## config.mk

```make
export PLATFORM = sky130hd
export DESIGN_NAME = taxi_axil_crossbar_rresp
export DESIGN_NICKNAME = d
export VERILOG_FILES = /design/src/rtl/taxi_axil_xbar_pkg.sv /design/src/rtl/taxi_axil_crossbar_cmd_fifo.sv /design/src/rtl/taxi_axil_crossbar_rresp.sv
export SDC_FILE = /design/constraint.sdc
export NUM_CORES = 1
export LEC_CHECK = 0
export CORE_UTILIZATION = 35
export CTS_CLUSTER_DIAMETER = 150
export DETAILED_ROUTE_END_ITERATION = 8
export HOLD_SLACK_MARGIN = 0.05
export PLACE_DENSITY = 0.88
export SETUP_SLACK_MARGIN = 0.5
export SYNTH_ARGS = -nofsm -noshare
export SYNTH_HDL_FRONTEND = slang
export SYNTH_SLANG_ARGS = --single-unit
```

## constraint.sdc

```tcl
create_clock -name clk -period 5.1 [get_ports clk]
set_clock_uncertainty 0.1 [all_clocks]
set_input_delay 1.02 -clock clk [delete_from_list [all_inputs] [get_ports clk]]
set_output_delay 1.02 -clock clk [all_outputs]
set_load 0.02 [all_outputs]
```

## src/rtl/taxi_axil_xbar_pkg.sv

```systemverilog
// Shared types for the AXI4-lite crossbar response stages.
// Holds the response-code enum and the head-of-queue state encoding used by the R/B return stages.
package taxi_axil_xbar_pkg;

  typedef enum logic [1:0] {
    OKAY   = 2'b00,
    EXOKAY = 2'b01,
    SLVERR = 2'b10,
    DECERR = 2'b11
  } resp_t;

  typedef enum logic [1:0] {
    HEAD_EMPTY,
    HEAD_FWD,
    HEAD_ERR
  } head_state_e;

  // Select field width for a crossbar with n master interfaces (never narrower than 1 bit).
  function automatic int sel_width(input int n);
    return (n > 1) ? $clog2(n) : 1;
  endfunction

endpackage

```

## src/rtl/taxi_axil_crossbar_cmd_fifo.sv

```systemverilog
// Generic synchronous FIFO with registered pointers, full/empty and occupancy count.
// Shared by the crossbar read (R) and write (B) response return stages.
module taxi_axil_crossbar_cmd_fifo #(
  parameter int WIDTH = 3,
  parameter int DEPTH = 4
) (
  input  logic                     clk,
  input  logic                     rst,
  input  logic                     push_i,
  input  logic [WIDTH-1:0]         data_i,
  output logic                     full_o,
  input  logic                     pop_i,
  output logic [WIDTH-1:0]         data_o,
  output logic                     empty_o,
  output logic [$clog2(DEPTH):0]   count_o
);

  localparam int AW = $clog2(DEPTH);
  localparam int PW = AW + 1;

  logic [PW-1:0]    wr_ptr_q, wr_ptr_d;
  logic [PW-1:0]    rd_ptr_q, rd_ptr_d;
  logic [WIDTH-1:0] mem_q [DEPTH];
  logic             push_en, pop_en;

  // Extra pointer MSB distinguishes full from empty when the address bits match.
  assign full_o  = (wr_ptr_q[AW] != rd_ptr_q[AW]) && (wr_ptr_q[AW-1:0] == rd_ptr_q[AW-1:0]);
  assign empty_o = (wr_ptr_q == rd_ptr_q);
  assign count_o = wr_ptr_q - rd_ptr_q;
  assign data_o  = mem_q[rd_ptr_q[AW-1:0]];

  assign push_en = push_i && !full_o;
  assign pop_en  = pop_i && !empty_o;

  always_comb begin
    wr_ptr_d = wr_ptr_q;
    rd_ptr_d = rd_ptr_q;
    if (push_en) wr_ptr_d = wr_ptr_q + PW'(1);
    if (pop_en)  rd_ptr_d = rd_ptr_q + PW'(1);
  end

  // NOTE: sequential state uses non-blocking assignments so every flop samples pre-edge values.
  always_ff @(posedge clk) begin
    if (rst) begin
      wr_ptr_q <= '0;
      rd_ptr_q <= '0;
    end else begin
      wr_ptr_q <= wr_ptr_d;
      rd_ptr_q <= rd_ptr_d;
    end
  end

  // NOTE: storage is not reset; an entry is only ever read after it has been written.
  always_ff @(posedge clk) begin
    if (push_en) mem_q[wr_ptr_q[AW-1:0]] <= data_i;
  end

endmodule

```

## src/rtl/taxi_axil_crossbar_rresp.sv

```systemverilog
// Per-slave read response return stage: queues reply commands in order, then steers R beats or generates DECERR.
// Build option TAXI_AXIL_XBAR_RRESP_REG_EN adds a full-throughput registered output stage.
module taxi_axil_crossbar_rresp
  import taxi_axil_xbar_pkg::*;
#(
  parameter int M_COUNT   = 4,
  parameter int SEL_W     = sel_width(M_COUNT),
  parameter int DATA_W    = 32,
  parameter int CMD_DEPTH = 4
) (
  input  logic                        clk,
  input  logic                        rst,
  input  logic [SEL_W-1:0]            s_rc_select,
  input  logic                        s_rc_decerr,
  input  logic                        s_rc_valid,
  output logic                        s_rc_ready,
  input  logic [M_COUNT*DATA_W-1:0]   m_axil_rdata,
  input  logic [M_COUNT*2-1:0]        m_axil_rresp,
  input  logic [M_COUNT-1:0]          m_axil_rvalid,
  output logic [M_COUNT-1:0]          m_axil_rready,
  output logic [DATA_W-1:0]           s_axil_rdata,
  output logic [1:0]                  s_axil_rresp,
  output logic                        s_axil_rvalid,
  input  logic                        s_axil_rready,
  output logic [$clog2(CMD_DEPTH):0]  outstanding
);

  // Command entry; its width depends on SEL_W so it lives here rather than in the package.
  typedef struct packed {
    logic             decerr;
    logic [SEL_W-1:0] select;
  } cmd_t;

  cmd_t              push_cmd, head_cmd;
  logic              fifo_full, fifo_empty, pop;
  logic              sel_ok;
  head_state_e       head_st;
  logic [M_COUNT-1:0] lane_sel;
  logic              lane_valid;
  logic [DATA_W-1:0] lane_data;
  logic [1:0]        lane_resp;
  logic              beat_valid;
  logic [DATA_W-1:0] beat_data;
  resp_t             beat_resp;

  assign push_cmd   = '{decerr: s_rc_decerr, select: s_rc_select};
  assign s_rc_ready = !fifo_full && !rst;

  taxi_axil_crossbar_cmd_fifo #(
    .WIDTH ($bits(cmd_t)),
    .DEPTH (CMD_DEPTH)
  ) u_cmd_fifo (
    .clk     (clk),
    .rst     (rst),
    .push_i  (s_rc_valid),
    .data_i  (push_cmd),
    .full_o  (fifo_full),
    .pop_i   (pop),
    .data_o  (head_cmd),
    .empty_o (fifo_empty),
    .count_o (outstanding)
  );

  assign sel_ok = int'(head_cmd.select) < M_COUNT;

  // Out-of-range selects are answered locally, exactly like a failed decode.
  always_comb begin
    head_st = HEAD_EMPTY;
    if (!rst && !fifo_empty) head_st = (head_cmd.decerr || !sel_ok) ? HEAD_ERR : HEAD_FWD;
  end

  always_comb begin
    lane_sel   = '0;
    lane_valid = 1'b0;
    lane_data  = '0;
    lane_resp  = OKAY;
    for (int k = 0; k < M_COUNT; k++) begin
      if (head_st == HEAD_FWD && head_cmd.select == SEL_W'(k)) begin
        lane_sel[k] = 1'b1;
        lane_valid  = m_axil_rvalid[k];
        lane_data   = m_axil_rdata[k*DATA_W +: DATA_W];
        lane_resp   = m_axil_rresp[k*2 +: 2];
      end
    end
  end

  assign beat_valid = (head_st == HEAD_ERR) || lane_valid;
  assign beat_data  = (head_st == HEAD_ERR) ? '0 : lane_data;
  assign beat_resp  = (head_st == HEAD_ERR) ? DECERR : resp_t'(lane_resp);

`ifdef TAXI_AXIL_XBAR_RRESP_REG_EN
  logic              out_valid_q, out_valid_d;
  logic [DATA_W-1:0] out_data_q, out_data_d;
  logic [1:0]        out_resp_q, out_resp_d;
  logic              take;

  // The register accepts a new beat whenever it is empty or draining this cycle.
  assign take          = !out_valid_q || s_axil_rready;
  assign m_axil_rready = lane_sel & {M_COUNT{take}};
  assign pop           = beat_valid && take;

  always_comb begin
    out_valid_d = out_valid_q;
    out_data_d  = out_data_q;
    out_resp_d  = out_resp_q;
    if (s_axil_rready) out_valid_d = 1'b0;
    if (pop) begin
      out_valid_d = 1'b1;
      out_data_d  = beat_data;
      out_resp_d  = beat_resp;
    end
  end

  always_ff @(posedge clk) begin
    if (rst) begin
      out_valid_q <= 1'b0;
      out_data_q  <= '0;
      out_resp_q  <= '0;
    end else begin
      out_valid_q <= out_valid_d;
      out_data_q  <= out_data_d;
      out_resp_q  <= out_resp_d;
    end
  end

  assign s_axil_rvalid = out_valid_q;
  assign s_axil_rdata  = out_data_q;
  assign s_axil_rresp  = out_resp_q;
`else
  assign m_axil_rready = lane_sel & {M_COUNT{s_axil_rready}};
  assign pop           = beat_valid && s_axil_rready;
  assign s_axil_rvalid = beat_valid;
  assign s_axil_rdata  = beat_data;
  assign s_axil_rresp  = beat_resp;
`endif

`ifndef SYNTHESIS
  illegal_select: assert property (@(posedge clk) disable iff (rst)
    !(head_st != HEAD_EMPTY && !head_cmd.decerr && !sel_ok));
`endif

endmodule
```

## Word-level counts from Yosys, hierarchy flattened

Memory sizes are Yosys's and may differ from the RTL's. A register that Yosys moved wholly into a read port is not among the register bits.
Cells that the tools add are included.

| storage, ports and cells | value |
|---|---|
| input bits | 147 |
| logic and storage cells | 54 |
| register bits after elaboration | 6 |
| RAM bits | 12 |
| memories kept | 1 |
| output and inout port bits | 43 |

Memory list:

| memory | depth | width | rd ports | clocked after Yosys merged registers in | write ports | RTL line | source |
|---|---|---|---|---|---|---|---|
| u_cmd_fifo.mem_q | 4 | 3 | 1 | 1 | 1 | taxi_axil_crossbar_cmd_fifo.sv:23 | `logic [WIDTH-1:0] mem_q [DEPTH];` |

| operators by class | value |
|---|---|
| $add $sub $neg | 3 |
| bitwise gates (word level) | 1 |
| muxes and demuxes | 24 |
| equality and inequality tests | 8 |
| reductions and logical operators | 15 |

Operator list:

| operator | number |
|---|---|
| 32-bit two-way mux | 5 |
| 2-bit two-way mux | 9 |
| 1-bit logical AND | 10 |
| 1-bit two-way mux | 10 |
| 3-bit by 1-bit adder with 3-bit output, second input constant | 2 |
| 2-bit == test, second input constant | 3 |
| 4-bit bitwise AND | 1 |
| 2-bit by 1-bit == test with 1-bit output, second input constant | 2 |
| 3-bit == test | 1 |
| 1-bit logical NOT | 3 |
| 3-bit subtractor | 1 |
| 2-bit == test | 1 |
| 2-bit logical NOT | 1 |
| 1-bit logical OR | 1 |
| 1-bit inequality test | 1 |

## Logic depth before layout (Yosys ltp)

Gate-level depths: netlist of the first run.

| depth | value |
|---|---|
| depth after elaboration | 15 |
| depth in mapped cells | 8 |
| depth with buffers taken out | 7 |

## Hierarchy

A second synthesis of the first run with hierarchy kept.

| second synthesis, totals | value |
|---|---|
| cell total of the unflattened synthesis | 171 |
| area total of the unflattened synthesis | 2162.1 um^2 |

Modules (own cells, without submodules):

| module | area an instance (um^2) | sequential area each (um^2) | times used | cells an instance |
|---|---|---|---|---|
| taxi_axil_crossbar_rresp | 1133.6 | 0.0 | 1 | 89 |
| taxi_axil_crossbar_cmd_fifo | 1028.5 | 520.5 | 1 | 82 |

## Worst setup path before layout of the first run

No wires, ideal clock.

| path | value |
|---|---|
| path type | input -> output |
| start point | in rst |
| end point | out m_axil_rready[2] |
| required time | 3.980 ns |
| slack | 1.594 ns |
| arrival | 2.386 ns |
| stages | 4 |
| path buffers | 1 |
| cells stage by stage | buf_1 a31oi_1 or4b_1 nor2_1 |

| on the way | value |
|---|---|
| cells in the longest elaborated chain, start to end | 7 |

RTL lines:

| element | RTL line | source |
|---|---|---|
| start, declared | taxi_axil_crossbar_rresp.sv:12 | `input logic rst,` |
| 1-bit logical NOT | taxi_axil_crossbar_rresp.sv:69 | `if (!rst && !fifo_empty) head_st = (head_cmd.decerr \|\| !sel_ok) ? HEAD_ERR : HEAD_FWD;` |
| 1-bit logical AND | taxi_axil_crossbar_rresp.sv:69 |  |
| 2-bit two-way mux | taxi_axil_crossbar_rresp.sv:69 |  |
| 2-bit by 1-bit == test with 1-bit output | taxi_axil_crossbar_rresp.sv:78 | `if (head_st == HEAD_FWD && head_cmd.select == SEL_W'(k)) begin` |
| 1-bit logical AND | taxi_axil_crossbar_rresp.sv:78 |  |
| 1-bit two-way mux | taxi_axil_crossbar_rresp.sv:78 |  |
| 4-bit bitwise AND | taxi_axil_crossbar_rresp.sv:130 | `assign m_axil_rready = lane_sel & {M_COUNT{s_axil_rready}};` |
| end, declared | taxi_axil_crossbar_rresp.sv:20 | `output logic [M_COUNT-1:0] m_axil_rready,` |

No other way between the ends.

==> key figures, run 1 <==
Clock network
  – CTS root buf: clkbuf_8
  – Clk_lat worst skew: 0.26 ns
  – Num CTS Buffers: 3
  – Max Buffers Root-to-Sink: 2
  – Htree depth: 1
  – CTS tree: done
  – CTS clk-pin slew, worst paths: about 0.07 ns
  – Clk sinks: 20

STA
  – Slew margin rel.: 0.363
  – Slew @ Worst Pin: 0.956 ns
  – Setup-failing EPs final: 0
  – RSZ-0062 raised after global routing: false
  – Minimum clock period: 4.41 ns
  – Fmax: 227 MHz
  – Final Cycle Share: 0.864
  – Fin. max-slew vios: 0
  – Final Hold Fails: 0
  – Setup Total Neg Slack: 0 ns

Worst setup path
  – Worst-case reg-to-reg path depth: 5
  – Arrival time at the worst endpoint: 3.29 ns
  – Critical path fanouts, max: 12
  – Startpoint Class: flip-flop
  – CP Capture Type: output port
  – CP max-delay cell: mux4_2
  – WP buf/inv: 3
  – WP data required: 3.98 ns
  – CP Cell Sequence: mux4_2, inv_2, buf_4, mux4_1, and2_1, clkdlybuf4s50_1
  – Critical Path Max Stage Delay: 0.70 ns
  – Critical path type: reg2out
  – Crit path max-delay family: multiplexers
  – Cell depth of the worst setup path: 6

Synth
  – Net Count, Synth: 330
  – Post-synth cell types: 35
  – Synth top cells by count: and2_1 (36), mux4_2 (26), edfxtp_1 (12), nor2_1 (12)
  – Number of synthesized flops with an enable pin: 12
  – Synthesized area: ~2200 um2
  – Syn avg cell area: around 13 um2
  – Ys async rst share: 0
  – Area leader, netlist: mux4_2
  – Main synth FF type: edfxtp_1
  – Synth top area share: 0.268
  – Syn Inst Count: 175
  – Ys Warns: 0
  – Yosys reg bits: 20
  – Most common cell in the synthesized netlist: and2_1
  – Area contributors post-synth: mux4_2 (27%), edfxtp_1 (16%), and2_1 (10%), mux4_1 (9.6%), dfxtp_1 (7.3%)
  – Sequential fraction of the synthesis area: 0.238

Place
  – Gp weighted congestion: 0.752
  – Port buffer count: 189
  – Final HPWL DP: 6750 um
  – Post-Place Cells: 428

Final layout
  – Share of layout cells above drive strength 1: 0.112
  – Area growth syn-to-layout: 90.7%
  – Post-route insts no fill: 432
  – Final #Nets: 513
  – Antenna diode count: 0
  – Fin util: 0.697

Detailed routing
  – Vias: 2220
  – Total Wirelength: 8100 um
  – Vias per Instance: just over 5
  – DR WL/cell: 18.8 um
  – Initial DRC count: 62
  – Drt drc: 0
  – First-pass DRT Iterations: 4
  – ANT nets after route: 0

Floorplanning
  – Row count: 28
  – # IOs: 190
  – Die width: 81.1 um
  – Die Span Y: 81.1 um
  – CORE AREA: 5990 um2
  – Initial Util: 0.365
  – Die Area: about 6600 um2

Run
  – MaxCap Viol Count: 0

Min path
  – HP Class: reg2reg
  – Hold depth: 1

Pwr
  – P_sw: just under 300 uW
  – Gate power share: 0.661
  – Flop pwr share: 0.222
  – P_int: 581 uW
  – Total power: 879 uW
  – Sw frac: 0.339
  – Cell Pwr Density: about 210 nW/um2
  – Clock share of power: 0.117
  – Leakage: between 0.0015 and 0.002 uW
  – Maximum vdd drop: approximately 0.00022 V

GRT
  – GRT overflow: 0
  – Vias in the first global route: around 2300
  – Largest net degree at the start of global routing: 41
  – Initial antenna violation count: 0
  – Global-route wire length before repair: 11400 um
  – Total global-route track usage: 0.232

Outcome
  – Outcome: completed
==> kinds of logic after synthesis <==
group	after synthesis	share of synthesized area
adders and majority gates	8	0.0492
muxes	45	0.418
DFF	20	0.238
AOI/OAI and AO/OA	16	0.0629
xor gates and xnor gates	4	0.0160
buffers and inverters	21	0.0555
and+or+nand+nor	61	0.161
==> cells in the final DEF (no fill, tap or decap) <==
cell type	synthesis	routed
buf_4	0	2
o221a_4	1	1
clkdlybuf4s50_1	0	189
mux4_2	26	26
a31oi_4	0	1
xnor2_1	4	4
a22oi_1	1	1
ha_1	7	7
o21a_1	4	4
mux4_1	8	8
a21oi_1	3	3
dfxtp_1	8	8
inv_2	1	1
mux2_4	1	1
clkinv_1	0	1
mux2i_1	7	7
nor2_1	12	12
nand2b_1	3	3
and2_1	36	36
nand2_1	3	3
fa_1	1	1
edfxtp_1	12	12
nor2b_1	1	1
o21bai_1	1	1
o211ai_4	1	1
o22ai_1	1	1
a211oi_1	2	2
clkbuf_8	0	3
mux2_2	3	3
inv_1	6	6
buf_12	0	1
o2111ai_1	1	1
or2b_1	1	1
or4b_1	1	1
nand3_1	1	1
and2b_1	3	3
==> layer usage <==
layer / global-route usage / share of wire
met1: 0.229 / 0.34
met2: 0.459 / 0.54
met3: 0.0618 / 0.099
met4: 0.0768 / 0.022
met5: 0 / 0
==> registers in the layout, summed over array words and instances, names as in the netlist, named ones only <==
name and cells:
u_cmd_fifo.mem_q 12, u_cmd_fifo.rd_ptr_q 3, u_cmd_fifo.wr_ptr_q 3
==> power groups by stage <==
stage	Sequential (uW)	Clock, uW	Combinational [uW]
after floorplan	192	0	348
after global placement	197	0	570
after detailed placement	199	0	579
after CTS	195	103	584
after global routing	197	110	620
final	195	102	581
==> stage by stage <==
stage / hold WS, ns / instance area [um2] / setup WS [ns]
final: 0.392 / 4170 / 0.692
after global routing: 0.435 / 4170 / 0.541
after CTS: 0.404 / 4170 / 0.655
after detailed placement: 0.385 / 4110 / 0.489
after global placement: 0.367 / 4110 / 0.594
after floorplan: 0.350 / 2190 / 1.59
==> worst paths after layout <==
kind                                        startpoint                      to  slack, ns
worst min-delay path            u_cmd_fifo.rd_ptr_q[2]  u_cmd_fifo.rd_ptr_q[2]       0.39
worst max register to register               flip-flop  u_cmd_fifo.rd_ptr_q[1]       2.32
worst max-delay path                         flip-flop         s_axil_rdata[8]       0.69
worst min register to register  u_cmd_fifo.rd_ptr_q[2]  u_cmd_fifo.rd_ptr_q[2]       0.39
==> timing repair <==
action                     CTS  global route
hold buffers                 0             0
buffers inserted             0             0
setup endpoints to repair    1             2
gates resized for setup      1             1
==> cell type report <==
type / count / area (um2)
clock inverter: 1 / 3.75
inverter: 7 / 26.3
clock buffer: 3 / 41.3
timing repair buffer: 192 / 1930
tap: 75 / 93.8
fill: 452 / 1820
multi-input combinational: 134 / 1560
sequential: 20 / 520
No activity file was read; power rests on OpenSTA's default activity.
==> run 2, diff against run 1 <==
--- a/config.mk
+++ b/config.mk
@@ -6,6 +6,7 @@
 export NUM_CORES = 1
 export LEC_CHECK = 0
 export CORE_UTILIZATION = 35
+export CTS_BUF_LIST = sky130_fd_sc_hd__clkbuf_16
 export CTS_CLUSTER_DIAMETER = 150
 export DETAILED_ROUTE_END_ITERATION = 8
 export HOLD_SLACK_MARGIN = 0.05
==> run 2 against run 1 <==
  * Maximum frequency grew 0.62%
  * Power up 6.6%
  * Critical path type unchanged
  * First-iteration DRC count fell by 15%
==> key figures, run 2 (synthesis gave the netlist of run 1 again) <==
Detailed routing
  – Initial DRC count: 53
  – ANT nets after route: 0
  – Vias per Instance: 5.11
  – DR WL/cell: 18.8 um
  – First-pass DRT Iterations: 4
  – Total Wirelength: 8130 um
  – Drt drc: 0
  – Vias: 2208

Worst setup path
  – Critical path type: reg2out
  – Worst-case reg-to-reg path depth: 5
  – CP Capture Type: output port
  – Critical path fanouts, max: 12
  – RR Endpoint: u_cmd_fifo.rd_ptr_q[1]
  – WP data required: 3.98 ns
  – Arrival time at the worst endpoint: approximately 3.3 ns
  – Reg2Reg Setup Slack: 2.32 ns
  – Startpoint Class: flip-flop

Clock network
  – Max Buffers Root-to-Sink: 2
  – Hold Buf Count CTS: 0
  – CTS tree: done
  – Htree depth: 1
  – CTS clk-pin slew, worst paths: ~0.05 ns
  – Clk_lat worst skew: ~0.25 ns
  – CTS root buf: clkbuf_16
  – Clk sinks: 20
  – Num CTS Buffers: 3

Final layout
  – Register area: 520 um2
  – Share of layout cells above drive strength 1: 0.112
  – Most frequent cells in the layout: clkdlybuf4s50_1 (189), and2_1 (36), mux4_2 (26)
  – Multi-input gate area: 1560 um2
  – Fillers: 443
  – Area growth syn-to-layout: 92.3%
  – Antenna diode count: 0
  – Max reg flops: 12
  – Most common cell after layout, fill and taps aside: clkdlybuf4s50_1
  – Fin util: 0.702
  – Final #Nets: 513
  – Final Cell Area: 4210 um2

GRT
  – Global-route wire length before repair: between 10000 and 15000 um
  – Largest net degree at the start of global routing: 41
  – Total global-route track usage: 0.234
  – GRT overflow: 0
  – Vias in the first global route: 2269
  – Initial antenna violation count: 0

Pwr
  – Sw frac: 0.326
  – Gate power share: 0.621
  – Maximum vdd drop: 0.000270 V
  – P_sw: 305 uW
  – Cell Pwr Density: 223 nW/um2
  – Total power: roughly 940 uW
  – Flop pwr share: 0.208
  – Clock share of power: 0.171
  – P_int: between 600 and 700 uW
  – Leakage: about 0.0016 uW

Floorplanning
  – Die width: 81.1 um
  – # IOs: 190
  – Initial Util: 0.365
  – CORE AREA: approximately 6000 um2
  – Die Span Y: just over 80 um
  – Row count: 28
  – Die Area: 6570 um2

Place
  – Gp weighted congestion: 0.752
  – Dpl cell area: 4110 um2
  – Port buffer count: 189
  – Final HPWL DP: 6750 um

STA
  – RSZ-0062 raised after global routing: false
  – Fmax: 228 MHz
  – Slew @ Worst Pin: 0.954 ns
  – Fin. max-slew vios: 0
  – Setup Total Neg Slack: 0 ns
  – Final Cycle Share: 0.859
  – Setup-failing EPs final: 0
  – Minimum clock period: 4.38 ns
  – Final Hold Fails: 0
  – Slew margin rel.: 0.364

Run
  – MaxCap Viol Count: 0

Min path
  – HP Class: reg2reg
  – Hold Path Sink: u_cmd_fifo.rd_ptr_q[2]
  – Hold depth: 1
  – HP Start: u_cmd_fifo.rd_ptr_q[2]

Outcome
  – Outcome: completed
-- run 2: cell types whose count changed in the layout (fill, tap and decap cells not counted) --
cell | before | now
clkbuf_16 | 0 | 3
clkbuf_8 | 3 | 0
-- run 2: worst max path at each step --
stage / endpoint / slack (ns) / depth (start not counted) / startpoint
2_1_floorplan: m_axil_rready[2] / 1.59 / 4 / rst
3_3_place_gp: m_axil_rready[1] / 0.59 / 7 / rst
3_5_place_dp: m_axil_rready[0] / 0.49 / 7 / rst
4_1_cts: s_axil_rdata[8] / 0.66 / 6 / flip-flop
5_1_grt: m_axil_rready[1] / 0.54 / 7 / rst
6_report: s_axil_rdata[8] / 0.72 / 6 / flip-flop
-- run 2: layer usage --
layer	vias up	track usage	part of all wire	routed length, um
met1	1049	0.227	0.34	2800
met2	99	0.459	0.54	4400
met3	19	0.0685	0.090	728
met5	-	0	0	0
met4	0	0.0875	0.025	201
li1	1041	-	-	-
-- run 2: area by class of cell --
type / count / share of cell area
sequential: 20 / 0.124
multi-input combinational: 134 / 0.371
clock inverter: 1 / 0.000892
timing repair buffer: 192 / 0.458
clock buffer: 3 / 0.0178
inverter: 7 / 0.00624
tap: 75 / 0.0223
-- run 2: stage by stage --
stage / hold slack (ns) / std cells / worst slack (ns)
after floorplan: 0.350 / 175 / 1.59
after global placement: 0.367 / 428 / 0.594
after detailed placement: 0.385 / 428 / 0.489
after CTS: 0.400 / 432 / 0.662
after global routing: 0.430 / 432 / 0.541
final: 0.391 / 432 / 0.719
-- run 2: what timing repair did --
action / 4_1_cts / 5_1_grt
resized for setup: 1 / 1
setup endpoints to repair: 1 / 2
setup buffers: 0 / 0
-- run 2: power by group through the flow --
stage / Sequential, uW / Combinational, uW / Clock (uW)
floorplan: 192 / 348 / 0
global placement: 197 / 570 / 0
detailed placement: 199 / 579 / 0
CTS: 195 / 584 / 164
global route: 197 / 619 / 168
finish: 195 / 582 / 160
-- run 2: critical path, stage by stage, from the launching register on --
cell and delay [ns]:
dfxtp_1 0.47, mux4_2 0.70, inv_2 0.26, buf_4 0.27, mux4_1 0.56, and2_1 0.18, clkdlybuf4s50_1 0.55
